--- src/rtl/seq_multiplier_pkg.sv ---
// Shared types and helpers for the sequential shift-add multiplier.
// Holds the FSM state encoding and the step-counter width helper.
package seq_multiplier_pkg;

  typedef enum logic [1:0] {
    IDLE = 2'd0,
    BUSY = 2'd1,
    DONE = 2'd2
  } state_e;

  function automatic int cnt_width(input int n);
    return $clog2(n + 1);
  endfunction

endpackage

--- src/rtl/seq_multiplier_datapath.sv ---
// Magnitude shift-add datapath: one step per i_step cycle, sign fixed up on the last step.
// Early termination compiled in with SEQ_MULTIPLIER_EARLY_EXIT_EN; no backpressure (driven by FSM).
module seq_multiplier_datapath
  import seq_multiplier_pkg::*;
#(
  parameter int N = 8
) (
  input  logic           clk,
  input  logic           rst,
  input  logic           i_load,
  input  logic           i_step,
  input  logic [N-1:0]   i_a,
  input  logic [N-1:0]   i_b,
  input  logic           i_signed,
  output logic           o_last,
  output logic [2*N-1:0] o_product
);

  localparam int CW = cnt_width(N);

  logic [2*N-1:0] r_acc;
  logic [2*N-1:0] r_mcand;
  logic [N-1:0]   r_mplier;
  logic           r_neg;
  logic [CW-1:0]  r_cnt;
  logic [2*N-1:0] r_product;

  logic [N-1:0]   w_mag_a;
  logic [N-1:0]   w_mag_b;
  logic           w_neg;
  logic [2*N-1:0] w_acc_next;
  logic [N-1:0]   w_mplier_next;
  logic           w_last;

  // -2^(N-1) negates to itself, which read as unsigned is the correct magnitude.
  always_comb begin
    w_mag_a       = (i_signed && i_a[N-1]) ? -i_a : i_a;
    w_mag_b       = (i_signed && i_b[N-1]) ? -i_b : i_b;
    w_neg         = i_signed && (i_a[N-1] ^ i_b[N-1]);
    w_acc_next    = r_mplier[0] ? (r_acc + r_mcand) : r_acc;
    w_mplier_next = r_mplier >> 1;
`ifdef SEQ_MULTIPLIER_EARLY_EXIT_EN
    w_last        = (r_cnt == CW'(1)) || (w_mplier_next == '0);
`else
    w_last        = (r_cnt == CW'(1));
`endif
  end

  assign o_last    = i_step & w_last;
  assign o_product = r_product;

  always_ff @(posedge clk or negedge rst) begin
    if (!rst) begin
      r_acc     <= '0;
      r_mcand   <= '0;
      r_mplier  <= '0;
      r_neg     <= 1'b0;
      r_cnt     <= '0;
      r_product <= '0;
    end else if (i_load) begin
      r_acc     <= '0;
      r_mcand   <= {{N{1'b0}}, w_mag_a};
      r_mplier  <= w_mag_b;
      r_neg     <= w_neg;
      r_cnt     <= CW'(N);
    end else if (i_step) begin
      r_acc    <= w_acc_next;
      r_mcand  <= r_mcand << 1;
      r_mplier <= w_mplier_next;
      r_cnt    <= r_cnt - 1'b1;
      if (w_last) begin
        r_product <= r_neg ? -w_acc_next : w_acc_next;
      end
    end
  end

endmodule

--- src/rtl/seq_multiplier.sv ---
// Sequential N x N multiplier (signed/unsigned), N BUSY cycles per product (fewer with SEQ_MULTIPLIER_EARLY_EXIT_EN).
// Valid/ready on both sides; result held in DONE until ready_o, with same-edge back-to-back accept.
module seq_multiplier
  import seq_multiplier_pkg::*;
#(
  parameter int N = 8
) (
  input  logic           clk,
  input  logic           rst,
  input  logic           valid_i,
  output logic           ready_i,
  input  logic [N-1:0]   a,
  input  logic [N-1:0]   b,
  input  logic           signed_i,
  output logic           valid_o,
  input  logic           ready_o,
  output logic [2*N-1:0] product
);

  state_e r_state;
  state_e w_state_next;
  logic   w_accept;
  logic   w_last;

  always_ff @(posedge clk or negedge rst) begin
    if (!rst) begin
      r_state <= IDLE;
    end else begin
      r_state <= w_state_next;
    end
  end

  always_comb begin
    w_state_next = r_state;
    ready_i      = 1'b0;
    valid_o      = 1'b0;
    unique case (r_state)
      IDLE: begin
        ready_i = 1'b1;
        if (valid_i) w_state_next = BUSY;
      end
      BUSY: begin
        if (w_last) w_state_next = DONE;
      end
      DONE: begin
        valid_o = 1'b1;
        ready_i = ready_o;
        if (ready_o) w_state_next = valid_i ? BUSY : IDLE;
      end
      default: w_state_next = IDLE;
    endcase
    w_accept = valid_i & ready_i;
  end

  seq_multiplier_datapath #(
    .N(N)
  ) u_datapath (
    .clk      (clk),
    .rst      (rst),
    .i_load   (w_accept),
    .i_step   (r_state == BUSY),
    .i_a      (a),
    .i_b      (b),
    .i_signed (signed_i),
    .o_last   (w_last),
    .o_product(product)
  );

endmodule

--- config.mk ---
export PLATFORM = sky130hd
export DESIGN_NAME = seq_multiplier
export DESIGN_NICKNAME = d
export VERILOG_FILES = /design/src/rtl/seq_multiplier_pkg.sv /design/src/rtl/seq_multiplier_datapath.sv /design/src/rtl/seq_multiplier.sv
export SDC_FILE = /design/constraint.sdc
export NUM_CORES = 1
export LEC_CHECK = 0
export ABC_AREA = 1
export CORE_MARGIN = 8
export CORE_UTILIZATION = 27
export DETAILED_ROUTE_END_ITERATION = 8
export GPL_TIMING_DRIVEN = 1
export PLACE_DENSITY = 0.51
export RECOVER_POWER = 25
export SKIP_LAST_GASP = 1
export SYNTH_ARGS = -nofsm -noshare
export SYNTH_HDL_FRONTEND = slang
export SYNTH_SLANG_ARGS = --single-unit
--- constraint.sdc ---
create_clock -name clk -period 4.89 [get_ports clk]
set_clock_uncertainty 0.15 [all_clocks]
set_input_delay 0.7335 -clock clk [delete_from_list [all_inputs] [get_ports clk]]
set_output_delay 0.7335 -clock clk [all_outputs]
set_load 0.005 [all_outputs]
# == Word-level counts from Yosys, hierarchy flattened ==
# Index checks and enable logic that the tools add are counted.
# totals
regBits,63
input_bits,21
elab_cells,48
# classes
n_addsub,5
n_eq_ne,6
mux,19
bitwise,4
n_reduce_logical,7
# ops
operator,count
$mux 16,6
$mux 8,4
$add 16x16->16,1
$neg 16->16,1
$neg 8->8,2
$mux 4,2
$mux 2,3
$ne 2x2->1 const B,3
$pmux 2 s3,1
$reduce_and 3->1,2
$eq 4x1->1 const B,1
$sub 4x1->4 const B,1
$logic_and 1x1->1,3
$and 1x1->1,2
$eq 2x1->1 const B,1
$eq 2x2->1 const B,1
$logic_not 2->1,1
$mux 1,2
$pmux 1 s2,1
$reduce_bool 2->1,1
$not 1->1,1
$xor 1x1->1,1

# == Logic depth before layout (Yosys ltp) ==
# logic_depth
ltp_word,5
depth_mapped,18
mapped_depth_nobuf,18

# == Modules after synthesis ==
# A second synthesis with hierarchy kept.
# hier_totals
hier_cells,616
area_unflattened_um2,4271.6
# modules_own_cells
module,instances,cells_per_inst,area_each_um2
seq_multiplier_datapath,1,598,4155.2
seq_multiplier,1,18,116.4

# == Worst setup path before layout ==
# Ideal clock, no wire load.
# synth_path
kind,reg2reg
startpoint,register u_datapath.r_mcand[0]
endpoint,"register u_datapath.r_product[14], in the netlist u_datapath.o_product[14]"
arrival_ns,2.215
required_ns,4.623
path_slack_ns,2.408
path_stages_with_launch,18
path_buffers,0
period_less_slack_ns,2.482
cell_sequence,dfrtp_1 > ha_1 > fa_1 > nand2_1 > o21ai_1 > inv_1 > ha_1 > inv_1 > nor2_2 > nand3_1 > nor2_2 > nand3_1 > nor2_1 > nand2_1 > nand2_2 > nand3_1 > nand3_1 > nand2_1
# synth_between
elab_chain_cells,4
# synth_lines
item,line,rtl
"start, declared",seq_multiplier_datapath.sv:22,logic [2*N-1:0] r_mcand;
"start signal, assigned",seq_multiplier_datapath.sv:62,"r_mcand <= {{N{1'b0}}, w_mag_a};"
"start signal, assigned",seq_multiplier_datapath.sv:68,r_mcand <= r_mcand << 1;
$add 16x16->16 *,seq_multiplier_datapath.sv:40,w_acc_next = r_mplier[0] ? (r_acc + r_mcand) : r_acc;
$mux 16 *,seq_multiplier_datapath.sv:40,
$neg 16->16,seq_multiplier_datapath.sv:72,r_product <= r_neg ? -w_acc_next : w_acc_next;
$mux 16 *,seq_multiplier_datapath.sv:72,
"end signal, assigned",seq_multiplier_datapath.sv:72,
"end, declared",seq_multiplier_datapath.sv:26,logic [2*N-1:0] r_product;
# Mark *: on every way between the ends. The rest lies on a longest branch, timed or not.
# A chain may end at the register's enable or synchronous reset.

# == Worst setup path after layout ==
# layout_path
startpoint,input ready_o
endpoint,output ready_i
# layout_between
elab_chain_cells,1
# layout_lines
item,line,rtl
"start, declared",seq_multiplier.sv:16,"input logic ready_o,"
$pmux 1 s2,seq_multiplier.sv:37,unique case (r_state)
"end, declared",seq_multiplier.sv:11,"output logic ready_i,"
# No other way between the ends.

==> results by group <==
Clock tree
  • Total number of H-tree levels: 3
  • CTS Buffer Depth: 2
  • Clk_lat worst skew: 0.34 ns
  • Clock sinks: 63
  • CTS tree: yes
  • CTS clk-pin slew, worst paths: 0.05 ns
  • # hold bufs at CTS: 0
  • Post-CTS Resized: 0
  • Num CTS Buffers: 9
  • Clock Tree Root: clkbuf_16
  • Setup Buffers After CTS: 0

Global route
  • Grt peak-use layer: met2
  • Met1 usage: 15.8%
  • All-Layer GR Usage: 12.9%
  • Global route overflow: 0
  • Initial antenna violation count: 0
  • Largest net degree at the start of global routing: 35
  • Vias in the first global route: 4,348
  • Met2 usage: 21.8%
  • Met3 usage: 2.50%
  • First-pass GRT wire length: 21,200 um

Routing
  • Initial DRT Pass Iterations: 4
  • Initial DRC count: 177
  • Vias: 4,183
  • DRC violations left: 0
  • Vias per cell: 4.76
  • DRT antenna net count: 0
  • Total wire length: 12,300 um
  • Drt wl/cell: 14.0 um

STA
  • Setup_tns: 0 ns
  • Worst rel slew slack: -23.5%
  • Tmin final: 2.86 ns
  • Fmax: 349 MHz
  • Finish-stage setup viols: 0
  • Max-slew violations: 31
  • Final Hold Viols: 0
  • Unrepaired setup endpoints after global routing: false
  • Tightest Pin Transition: 1.85 ns
  • Final worst-path cycle share: 58.6%

Synthesis
  • Synth Area in Compound Gates: 13.4%
  • Post-synthesis cell count: 620
  • Netlist cell types: 36
  • Mux cell area share after synthesis: 0%
  • Synth Warn #: 0
  • Adder-Cell Fraction of Synth Area: 6.22%
  • Largest family of logic cells by synthesized area: simple AND/OR/NAND/NOR gates
  • Synth Area in XOR/XNOR: 2.62%
  • Simple-gate area share of the yosys netlist: 31.0%
  • Cell Area, Synth: 4340 sq um
  • Post-synthesis sequential area ratio: 36.3%
  • Syn_area_per_cell: 7.00 sq um
  • Mapped Nets: 662
  • FF+latch count, synth: 63

Floorplanning
  • Initial Utilization: 27.4%
  • FP Rows: 46
  • Die area: 20,400 sq um
  • CORE AREA: 15,800 sq um
  • Die Ht: 143 um
  • Die W: 143 um
  • Number of I/O pins: 39

Final layout
  • Share of post-route cells with drive strength above 1: 6.18%
  • Syn-to-layout area delta: 20.5%
  • Nets@finish: 700
  • Antenna cells: 0

Run status
  • Status: finished, violations left
  • Failing checks: capacitance limit, slew limit

Placement
  • DP Wirelength: 9510 um
  • PortBufs: 38
  • GPL Wtd Cong: 0.835

Setup path
  • Crit. End Element: primary output
  • WP data arrival: 1.98 ns
  • Crit path max fanout: 2
  • CP required: 4.01 ns
  • Startpoint types: input pin
  • Crit Path Category: input pin to primary output

Power and ir drop
  • Leak Pwr: 2.62 nW
  • Max VDD drop: 0.269 mV
  • Switch share: 48.4%
  • Sequential group share of total power: 25.0%
  • Combinational share of power: 58.6%
  • Internal Power: 1.99 mW
  • Pwr dens: 735 nW/um^2
  • Switching pwr: 1.86 mW
  • Clock Power Share: 16.5%
  • Total power: 3.85 mW

Run
  • Max-cap viol count: 1

Worst hold path
  • Worst hold path type: flop to flop
[critical path, cell delays in order]
cell and delay [ns]:
clkdlybuf4s50_1 0.45, inv_1 0.05, a21oi_1 0.20, clkdlybuf4s50_1 0.55
[final timing paths]
kind                            cells past startpoint                  endpoint  slack, ns                     from
worst max-delay path                                4                   ready_i       2.03                  ready_o
worst min-delay path                                2   u_datapath.o_product[9]       0.33  u_datapath.o_product[9]
worst max register to register                     17  u_datapath.o_product[14]       2.09    u_datapath.r_mcand[0]
worst min register to register                      2   u_datapath.o_product[9]       0.33  u_datapath.o_product[9]
max in group asynchronous                           2       u_datapath.r_acc[8]       2.51                      rst
min in group asynchronous                           1      u_datapath.r_acc[10]       0.75                      rst
[cell families after synthesis]
logic type,after synthesis
adder cells (fa/ha/maj),21
XOR/XNOR,13
AND/OR/NAND/NOR,313
buffers and inverters,116
AO/OA/AOI/OAI,94
flip-flops,63
[layout by cell type, fill, tap and decap left out, types with 2 or more instances in the layout]
cell / synthesis / layout
clkinv_2: 0 / 3
o21ai_1: 5 / 5
nor2_2: 4 / 4
xnor2_1: 2 / 2
clkbuf_1: 8 / 3
xor2_1: 11 / 11
o22ai_1: 18 / 18
nor2_1: 32 / 32
and2_1: 2 / 2
buf_4: 1 / 4
clkdlybuf4s50_1: 0 / 37
nor3_1: 9 / 9
o21ai_2: 2 / 2
nand2_2: 9 / 9
clkinv_1: 2 / 2
inv_1: 97 / 97
o211ai_1: 7 / 7
nand3_1: 62 / 62
ha_1: 20 / 20
clkbuf_16: 0 / 9
nand4_1: 6 / 6
a21oi_1: 21 / 21
o221ai_1: 10 / 10
dfrtp_1: 63 / 63
nand3_2: 2 / 2
nand2_1: 184 / 184
inv_2: 2 / 2
o21bai_1: 2 / 2
o21ai_0: 25 / 25
[metrics by stage]
step                util, %  hold WS [ns]  setup WS, ns  std cells  cell area (sq um)
detailed placement     31.2         0.319          1.95        863               4940
floorplan                 -         0.288          2.41        620               4340
CTS                    33.1         0.332          2.01        879               5240
global route           33.1         0.360          1.81        879               5230
finish                 33.1         0.325          2.03        879               5230
global placement       31.2         0.314          2.02        863               4940
[cell usage after synthesis]
cell      instances  share of area, %
nand4_1           6              0.86
xor2_1           11               2.2
ha_1             20               5.8
and2_1            2              0.29
o31ai_1           1              0.17
xnor2_1           2              0.40
inv_2             2              0.17
nor2_1           32               2.8
nor2_4            1              0.26
buf_4             1              0.17
fa_1              1              0.46
o21ai_0          25               2.9
clkbuf_1          8              0.69
o22ai_1          18               2.6
nand3_1          62               7.1
a21o_1            1              0.17
dfrtp_1          63                36
o21ai_4           1              0.37
nor3_2            1              0.23
nor2_2            4              0.58
nor3_1            9               1.0
buf_2             5              0.58
clkinv_1          2              0.17
o21ai_2           2              0.40
nand3_2           2              0.46
o211ai_1          7               1.2
a21oi_1          21               2.4
inv_1            97               8.4
nand2_1         184                16
buf_6             1              0.26
and2_2            1              0.17
o21bai_1          2              0.35
a32o_1            1              0.23
o221ai_1         10               2.0
o21ai_1           5              0.58
nand2_2           9               1.3
[metal layers]
layer  up-vias  wire length, um
met2        96             5910
met1      1965             5640
met5         -                0
met4         0              277
met3        25              468
li1       2097                -
[power groups by stage]
| stage | clock network, mW | registers, mW | logic (mW) |
|---|---|---|---|
| after floorplan | 0 | 0.888 | 1.68 |
| after global placement | 0 | 0.970 | 2.25 |
| after detailed placement | 0 | 0.973 | 2.27 |
| after CTS | 0.647 | 0.964 | 2.28 |
| after global routing | 0.670 | 0.997 | 2.59 |
| final | 0.634 | 0.961 | 2.25 |
[state kept, by name (all words and copies together), names as in the netlist]
signal / flops
r_state: 2
u_datapath.r_cnt: 4
u_datapath.r_acc: 16
u_datapath.r_mplier: 8
u_datapath.o_product: 16
u_datapath.r_mcand: 16
u_datapath.r_neg: 1
[cell type report]
class                           instances  area [sq um]
Sequential cell                        63          1580
Tap cell                              216           270
Inverter                              101           379
Multi-Input combinational cell        441          2310
Clock buffer                           12           246
Timing Repair Buffer                   42           404
Clock inverter                          4          45.0
Fill cell                            1698         10600
No activity file was read; power rests on OpenSTA's default activity.
